**src/rtl/hsv2rgb_pipe_if.sv**
```systemverilog
// Pixel stream bundle for the HSV->RGB converter: HSV in, RGB out.
// HSV2RGB_SYNC_EN adds hsync/vsync/de alongside each side of the stream.
interface hsv2rgb_pipe_if;
    logic [7:0] hsv_h_data;
    logic [7:0] hsv_s_data;
    logic [7:0] hsv_v_data;
    logic       hsv_valid;
    logic [7:0] rgb_r_data;
    logic [7:0] rgb_g_data;
    logic [7:0] rgb_b_data;
    logic       rgb_valid;
`ifdef HSV2RGB_SYNC_EN
    logic       hsv_hsync;
    logic       hsv_vsync;
    logic       hsv_de;
    logic       rgb_hsync;
    logic       rgb_vsync;
    logic       rgb_de;

    modport master (
        output hsv_h_data, hsv_s_data, hsv_v_data, hsv_valid,
        output hsv_hsync, hsv_vsync, hsv_de,
        input  rgb_r_data, rgb_g_data, rgb_b_data, rgb_valid,
        input  rgb_hsync, rgb_vsync, rgb_de
    );

    modport slave (
        input  hsv_h_data, hsv_s_data, hsv_v_data, hsv_valid,
        input  hsv_hsync, hsv_vsync, hsv_de,
        output rgb_r_data, rgb_g_data, rgb_b_data, rgb_valid,
        output rgb_hsync, rgb_vsync, rgb_de
    );
`else
    modport master (
        output hsv_h_data, hsv_s_data, hsv_v_data, hsv_valid,
        input  rgb_r_data, rgb_g_data, rgb_b_data, rgb_valid
    );

    modport slave (
        input  hsv_h_data, hsv_s_data, hsv_v_data, hsv_valid,
        output rgb_r_data, rgb_g_data, rgb_b_data, rgb_valid
    );
`endif
endinterface

```
**src/rtl/hsv2rgb_pipe.sv**
```systemverilog
// Streaming HSV->RGB converter, fixed 3-cycle latency, one pixel per clock.
// Define HSV2RGB_SYNC_EN to carry hsync/vsync/de through the pipeline.
module hsv2rgb_pipe (
    input  logic          clk,
    input  logic          resetn,
    hsv2rgb_pipe_if.slave io
);

    // Exact floor(x/255) for x <= 65025; sum cannot overflow 16 bits.
    function automatic logic [7:0] div255(input logic [15:0] x);
        return 8'((x + (x >> 8) + 16'd1) >> 8);
    endfunction

    logic [7:0]  hn;
    logic [4:0]  f;

    logic [7:0]  s1_kf_d,  s1_kf_q;
    logic [7:0]  s1_kt_d,  s1_kt_q;
    logic [7:0]  s1_ns_d,  s1_ns_q;
    logic [7:0]  s1_v_d,   s1_v_q;
    logic [2:0]  s1_sec_d, s1_sec_q;

    logic [15:0] s2_p_d,   s2_p_q;
    logic [15:0] s2_q_d,   s2_q_q;
    logic [15:0] s2_t_d,   s2_t_q;
    logic [7:0]  s2_v_d,   s2_v_q;
    logic [2:0]  s2_sec_d, s2_sec_q;

    logic [7:0]  p, q, t;
    logic [7:0]  r_d, r_q;
    logic [7:0]  g_d, g_q;
    logic [7:0]  b_d, b_q;
    logic [2:0]  vld_d, vld_q;

    always_comb begin
        hn = (io.hsv_h_data >= 8'd192) ? io.hsv_h_data - 8'd192
                                       : io.hsv_h_data;
        f  = hn[4:0];

        s1_sec_d = hn[7:5];
        s1_kf_d  = 8'(({6'd0, io.hsv_s_data} * {9'd0, f}) >> 5);
        s1_kt_d  = 8'(({6'd0, io.hsv_s_data}
                       * (14'd32 - {9'd0, f})) >> 5);
        s1_ns_d  = 8'd255 - io.hsv_s_data;
        s1_v_d   = io.hsv_v_data;

        s2_p_d   = {8'd0, s1_v_q} * {8'd0, s1_ns_q};
        s2_q_d   = {8'd0, s1_v_q} * {8'd0, 8'd255 - s1_kf_q};
        s2_t_d   = {8'd0, s1_v_q} * {8'd0, 8'd255 - s1_kt_q};
        s2_v_d   = s1_v_q;
        s2_sec_d = s1_sec_q;

        p = div255(s2_p_q);
        q = div255(s2_q_q);
        t = div255(s2_t_q);

        r_d = s2_v_q;
        g_d = t;
        b_d = p;
        case (s2_sec_q)
            3'd1: begin r_d = q;      g_d = s2_v_q; b_d = p;      end
            3'd2: begin r_d = p;      g_d = s2_v_q; b_d = t;      end
            3'd3: begin r_d = p;      g_d = q;      b_d = s2_v_q; end
            3'd4: begin r_d = t;      g_d = p;      b_d = s2_v_q; end
            3'd5: begin r_d = s2_v_q; g_d = p;      b_d = q;      end
            default: ;
        endcase

        vld_d = {vld_q[1:0], io.hsv_valid};
    end

    always_ff @(posedge clk or negedge resetn) begin
        if (!resetn) begin
            s1_kf_q  <= '0;
            s1_kt_q  <= '0;
            s1_ns_q  <= '0;
            s1_v_q   <= '0;
            s1_sec_q <= '0;
            s2_p_q   <= '0;
            s2_q_q   <= '0;
            s2_t_q   <= '0;
            s2_v_q   <= '0;
            s2_sec_q <= '0;
            r_q      <= '0;
            g_q      <= '0;
            b_q      <= '0;
            vld_q    <= '0;
        end else begin
            s1_kf_q  <= s1_kf_d;
            s1_kt_q  <= s1_kt_d;
            s1_ns_q  <= s1_ns_d;
            s1_v_q   <= s1_v_d;
            s1_sec_q <= s1_sec_d;
            s2_p_q   <= s2_p_d;
            s2_q_q   <= s2_q_d;
            s2_t_q   <= s2_t_d;
            s2_v_q   <= s2_v_d;
            s2_sec_q <= s2_sec_d;
            r_q      <= r_d;
            g_q      <= g_d;
            b_q      <= b_d;
            vld_q    <= vld_d;
        end
    end

    assign io.rgb_r_data = r_q;
    assign io.rgb_g_data = g_q;
    assign io.rgb_b_data = b_q;
    assign io.rgb_valid  = vld_q[2];

`ifdef HSV2RGB_SYNC_EN
    logic [2:0] hs_d, hs_q;
    logic [2:0] vs_d, vs_q;
    logic [2:0] de_d, de_q;

    always_comb begin
        hs_d = {hs_q[1:0], io.hsv_hsync};
        vs_d = {vs_q[1:0], io.hsv_vsync};
        de_d = {de_q[1:0], io.hsv_de};
    end

    always_ff @(posedge clk or negedge resetn) begin
        if (!resetn) begin
            hs_q <= '0;
            vs_q <= '0;
            de_q <= '0;
        end else begin
            hs_q <= hs_d;
            vs_q <= vs_d;
            de_q <= de_d;
        end
    end

    assign io.rgb_hsync = hs_q[2];
    assign io.rgb_vsync = vs_q[2];
    assign io.rgb_de    = de_q[2];
`endif

endmodule

```
**src/flat_wrapper.sv**
```systemverilog
// flat-port wrapper written by rule: the top's interface ports become plain ports
module hsv2rgb_pipe_flat 
  (clk, resetn, io_hsv_h_data, io_hsv_s_data, io_hsv_v_data, io_hsv_valid, io_rgb_r_data, io_rgb_g_data, io_rgb_b_data, io_rgb_valid);
  hsv2rgb_pipe_if io_i ();
  input  logic clk;
  input  logic resetn;
  input wire logic [$bits(io_i.hsv_h_data)-1:0] io_hsv_h_data;
  input wire logic [$bits(io_i.hsv_s_data)-1:0] io_hsv_s_data;
  input wire logic [$bits(io_i.hsv_v_data)-1:0] io_hsv_v_data;
  input wire logic [$bits(io_i.hsv_valid)-1:0] io_hsv_valid;
  output wire logic [$bits(io_i.rgb_r_data)-1:0] io_rgb_r_data;
  output wire logic [$bits(io_i.rgb_g_data)-1:0] io_rgb_g_data;
  output wire logic [$bits(io_i.rgb_b_data)-1:0] io_rgb_b_data;
  output wire logic [$bits(io_i.rgb_valid)-1:0] io_rgb_valid;
  assign io_i.hsv_h_data = io_hsv_h_data;
  assign io_i.hsv_s_data = io_hsv_s_data;
  assign io_i.hsv_v_data = io_hsv_v_data;
  assign io_i.hsv_valid = io_hsv_valid;
  assign io_rgb_r_data = io_i.rgb_r_data;
  assign io_rgb_g_data = io_i.rgb_g_data;
  assign io_rgb_b_data = io_i.rgb_b_data;
  assign io_rgb_valid = io_i.rgb_valid;
  hsv2rgb_pipe u_core (.clk(clk), .resetn(resetn), .io(io_i));
endmodule
```
**config.mk**
```make
export PLATFORM = sky130hd
export DESIGN_NAME = hsv2rgb_pipe_flat
export DESIGN_NICKNAME = d
export VERILOG_FILES = /design/src/rtl/hsv2rgb_pipe_if.sv /design/src/rtl/hsv2rgb_pipe.sv /design/src/flat_wrapper.sv
export SDC_FILE = /design/constraint.sdc
export NUM_CORES = 1
export LEC_CHECK = 0
export CORE_MARGIN = 3
export CORE_UTILIZATION = 45
export CTS_BUF_LIST = sky130_fd_sc_hd__clkbuf_4 sky130_fd_sc_hd__clkbuf_8 sky130_fd_sc_hd__clkbuf_16
export DETAILED_ROUTE_END_ITERATION = 16
export PLACE_DENSITY = 0.66
export SLEW_MARGIN = 20
export SYNTH_ARGS = -nofsm -noshare
export SYNTH_HDL_FRONTEND = slang
export SYNTH_SLANG_ARGS = --single-unit
```
**constraint.sdc**
```tcl
create_clock -name clk -period 4.97 [get_ports clk]
set_input_delay 0.994 -clock clk [delete_from_list [all_inputs] [get_ports clk]]
set_output_delay 0.994 -clock clk [all_outputs]
set_load 0.02 [all_outputs]
```
==> impl_metrics.json <==
{
  "cts_tree": "done",
  "endpoint": "u_core.s2_p_q[15]",
  "cp_data_required_time_ps": 5250,
  "place_inst": 1918,
  "use_met1_pct": 25.4,
  "mostFrequentLayoutCells": "inv_1 (233), ha_1 (179), fa_1 (147), dfrtp_1 (118), nor2b_1 (116)",
  "grt.total_usage_pct": 19.5,
  "grt_pass1_wl_um": 52300,
  "antenna_found_initial": 0,
  "max_stage_delay_ps": 520,
  "final_nets": 1910,
  "layout_min_cycle_time_ps": 4750,
  "pin_count": 52,
  "crit_family": "adder cells",
  "instances_no_fill": 1953,
  "clock-root-buffer": "clkbuf_16",
  "busiest_layer": "met2",
  "synth_seq_area_share_pct": 22.3,
  "finalCritPeriodShare_pct": 95.6,
  "grt_pass1_vias": 10700,
  "cpMaxStageDelayCell": "dfrtp_1",
  "rsz0062_at_grt": "false",
  "fp.dieH_um": 180,
  "syn_to_final_growth_pct": 16.3,
  "drcViolationCount": 0,
  "cp.arrival_ps": 5030,
  "start_util_pct": 46.5,
  "rr_endpoint": "u_core.s2_p_q[15]",
  "grt-ovfl-total": 0,
  "diodes": 0,
  "fp.dieW_um": 180,
  "end_kind": "flop",
  "synth_nets": 1792,
  "netlist_instances": 1438,
  "use_met2_pct": 33.1,
  "layout-drive-gt1-share_pct": 8.99,
  "slew_viol_final": 0,
  "startpoint_type": "flop",
  "drt_iter0_markers": 554,
  "dpl.hpwl_um": 24400,
  "gp_congestion": 0.943,
  "clockBufferDepth": 2,
  "cts_buffers": 17,
  "postSynthAreaPerCell_um2": 9.45,
  "clock.fmax_mhz": 210,
  "cts.sinks": 121,
  "status": "completed",
  "via_per_inst": 5.15,
  "clock_skew_ps": 18.9,
  "num_vias": 10100,
  "ant_nets": 0,
  "drt-pass1-iter-count": 5,
  "worst_pin_slew_ps": 776,
  "syn_area_um2": 13600,
  "numPortBuffers": 51,
  "h-tree-depth": 4,
  "hold_viol": 0,
  "path_class": "flop to flop",
  "finalSetupViolations": 0,
  "synth_edf_count": 0,
  "reg2reg_depth": 16,
  "critPathMaxFanout": 10,
  "yosys_warnings": 0,
  "use_met3_pct": 2.57,
  "drt-total-wl_um": 29800,
  "ys_seq_elements": 121,
  "worstHoldPathType": "flop to flop",
  "crit_chain": "buf_4 -> and2_1 -> fa_1 -> fa_1 -> inv_1 -> fa_1 -> fa_1 -> inv_1 -> ha_1 -> o21a_1 -> o31a_1 -> o211ai_1 -> a21oi_1 -> a2111oi_2 -> a21oi_1 -> xnor2_2",
  "crit_top_cell": "fa_1",
  "r2r_start": "u_core.s1_v_q[2]",
  "reg.largest.list": "u_core.s2_p_q: 16 flops, u_core.s2_q_q: 16 flops, u_core.s2_t_q: 16 flops",
  "wl_per_cell_um": 15.2,
  "core_um2": 29200,
  "die-area_um2": 32300,
  "yosys_most_used_dff": "dfrtp_1",
  "drv_cap": 0,
  "ctsHoldBuffers": 0,
  "synth_cell_type_count": 57,
  "crit_cells": 16,
  "cp.buffers_inverters": 3,
  "startpoint": "u_core.s1_v_q[2]",
  "mostFrequentLayoutCell": "inv_1",
  "grt_max_degree": 46,
  "ff2ff_setup_slack_ps": 220,
  "clkLatencyLatePin_ps": 420,
  "slew_headroom_pct": 48.3,
  "timing.hold.ws_ps": 347,
  "clkTransAtPathRegs_ps": 60,
  "rows": 62,
  "synth-async-reset-ratio_pct": 100
}
[logic make-up (layout without fill, tap and decap cells)]
family                     after synthesis  count (layout)  share of synthesized area, %
DFF                                    121             121                          22.3
adders and majority gates              327             327                          38.2
muxes                                    5               5                         0.387
AOI/OAI and AO/OA                      176             176                          8.73
and+or+nand+nor                        469             469                          18.3
xor gates and xnor gates                71              71                          4.63
buffers and inverters                  269             400                          7.43
[metal layers]
metal / vias to the layer above / share of wire [%]
li1: 4861 / -
met1: 4910 / 45
met2: 231 / 48
met3: 57 / 3.7
met4: 0 / 3.4
met5: - / 0
[area by class of cell]
type | instances | area [µm²]
timing repair buffer | 132 | 1170
sequential | 121 | 3030
clock buffer | 18 | 433
multi-input combinational | 1048 | 9620
tap | 384 | 480
inverter | 236 | 886
fill | 2618 | 13400
clock inverter | 14 | 194
[worst min-delay path by stage]
stage,start,end,slack (ps),cells after the start
after floorplan,u_core.s1_sec_q[0],u_core.s2_sec_q[0],330,0
after global placement,u_core.vld_q[1],u_core.vld_q[2],330,0
after detailed placement,u_core.vld_q[0],u_core.vld_q[1],340,0
after CTS,u_core.s1_sec_q[1],u_core.s2_sec_q[1],350,0
after global routing,u_core.s1_sec_q[1],u_core.s2_sec_q[1],360,0
final,u_core.s1_sec_q[1],u_core.s2_sec_q[1],350,0
[synth_stat cells (all sizes together) (5+ instances only)]
| library cell | instances | area [µm²] |
|---|---|---|
| a21oi | 60 | 300 |
| a22oi | 5 | 42.5 |
| a31oi | 5 | 31.3 |
| and2 | 92 | 576 |
| and3 | 10 | 62.6 |
| clkbuf | 33 | 124 |
| dfrtp | 121 | 3030 |
| fa | 147 | 2940 |
| ha | 180 | 2250 |
| inv | 236 | 886 |
| nand2 | 95 | 357 |
| nand2b | 28 | 175 |
| nand3 | 16 | 80.1 |
| nand4 | 5 | 31.3 |
| nor2 | 71 | 267 |
| nor2b | 117 | 732 |
| nor3 | 17 | 85.1 |
| nor4 | 9 | 56.3 |
| o211ai | 9 | 67.6 |
| o21a | 15 | 113 |
| o21ai | 30 | 150 |
| xnor2 | 56 | 498 |
| xor2 | 15 | 131 |
[repair_timing]
item                       in CTS  in global routing
setup endpoints to repair       5                  8
resized for setup               3                 18
pin swaps                       0                  2
buffers inserted                2                  1
[stage by stage]
stage	util, %	setup TNS [ps]	instance area (µm²)	setup slack, ps
global placement	51.6	-2600	15100	-528
floorplan	-	0	13600	24.1
CTS	53.9	0	15800	14.8
global route	54.1	0	15800	1.72
finish	54.1	0	15800	217
detailed placement	51.6	-3240	15100	-649
Power is not shown: default switching activity piles up to over one toggle a cycle in this logic, so the estimate is an artifact.
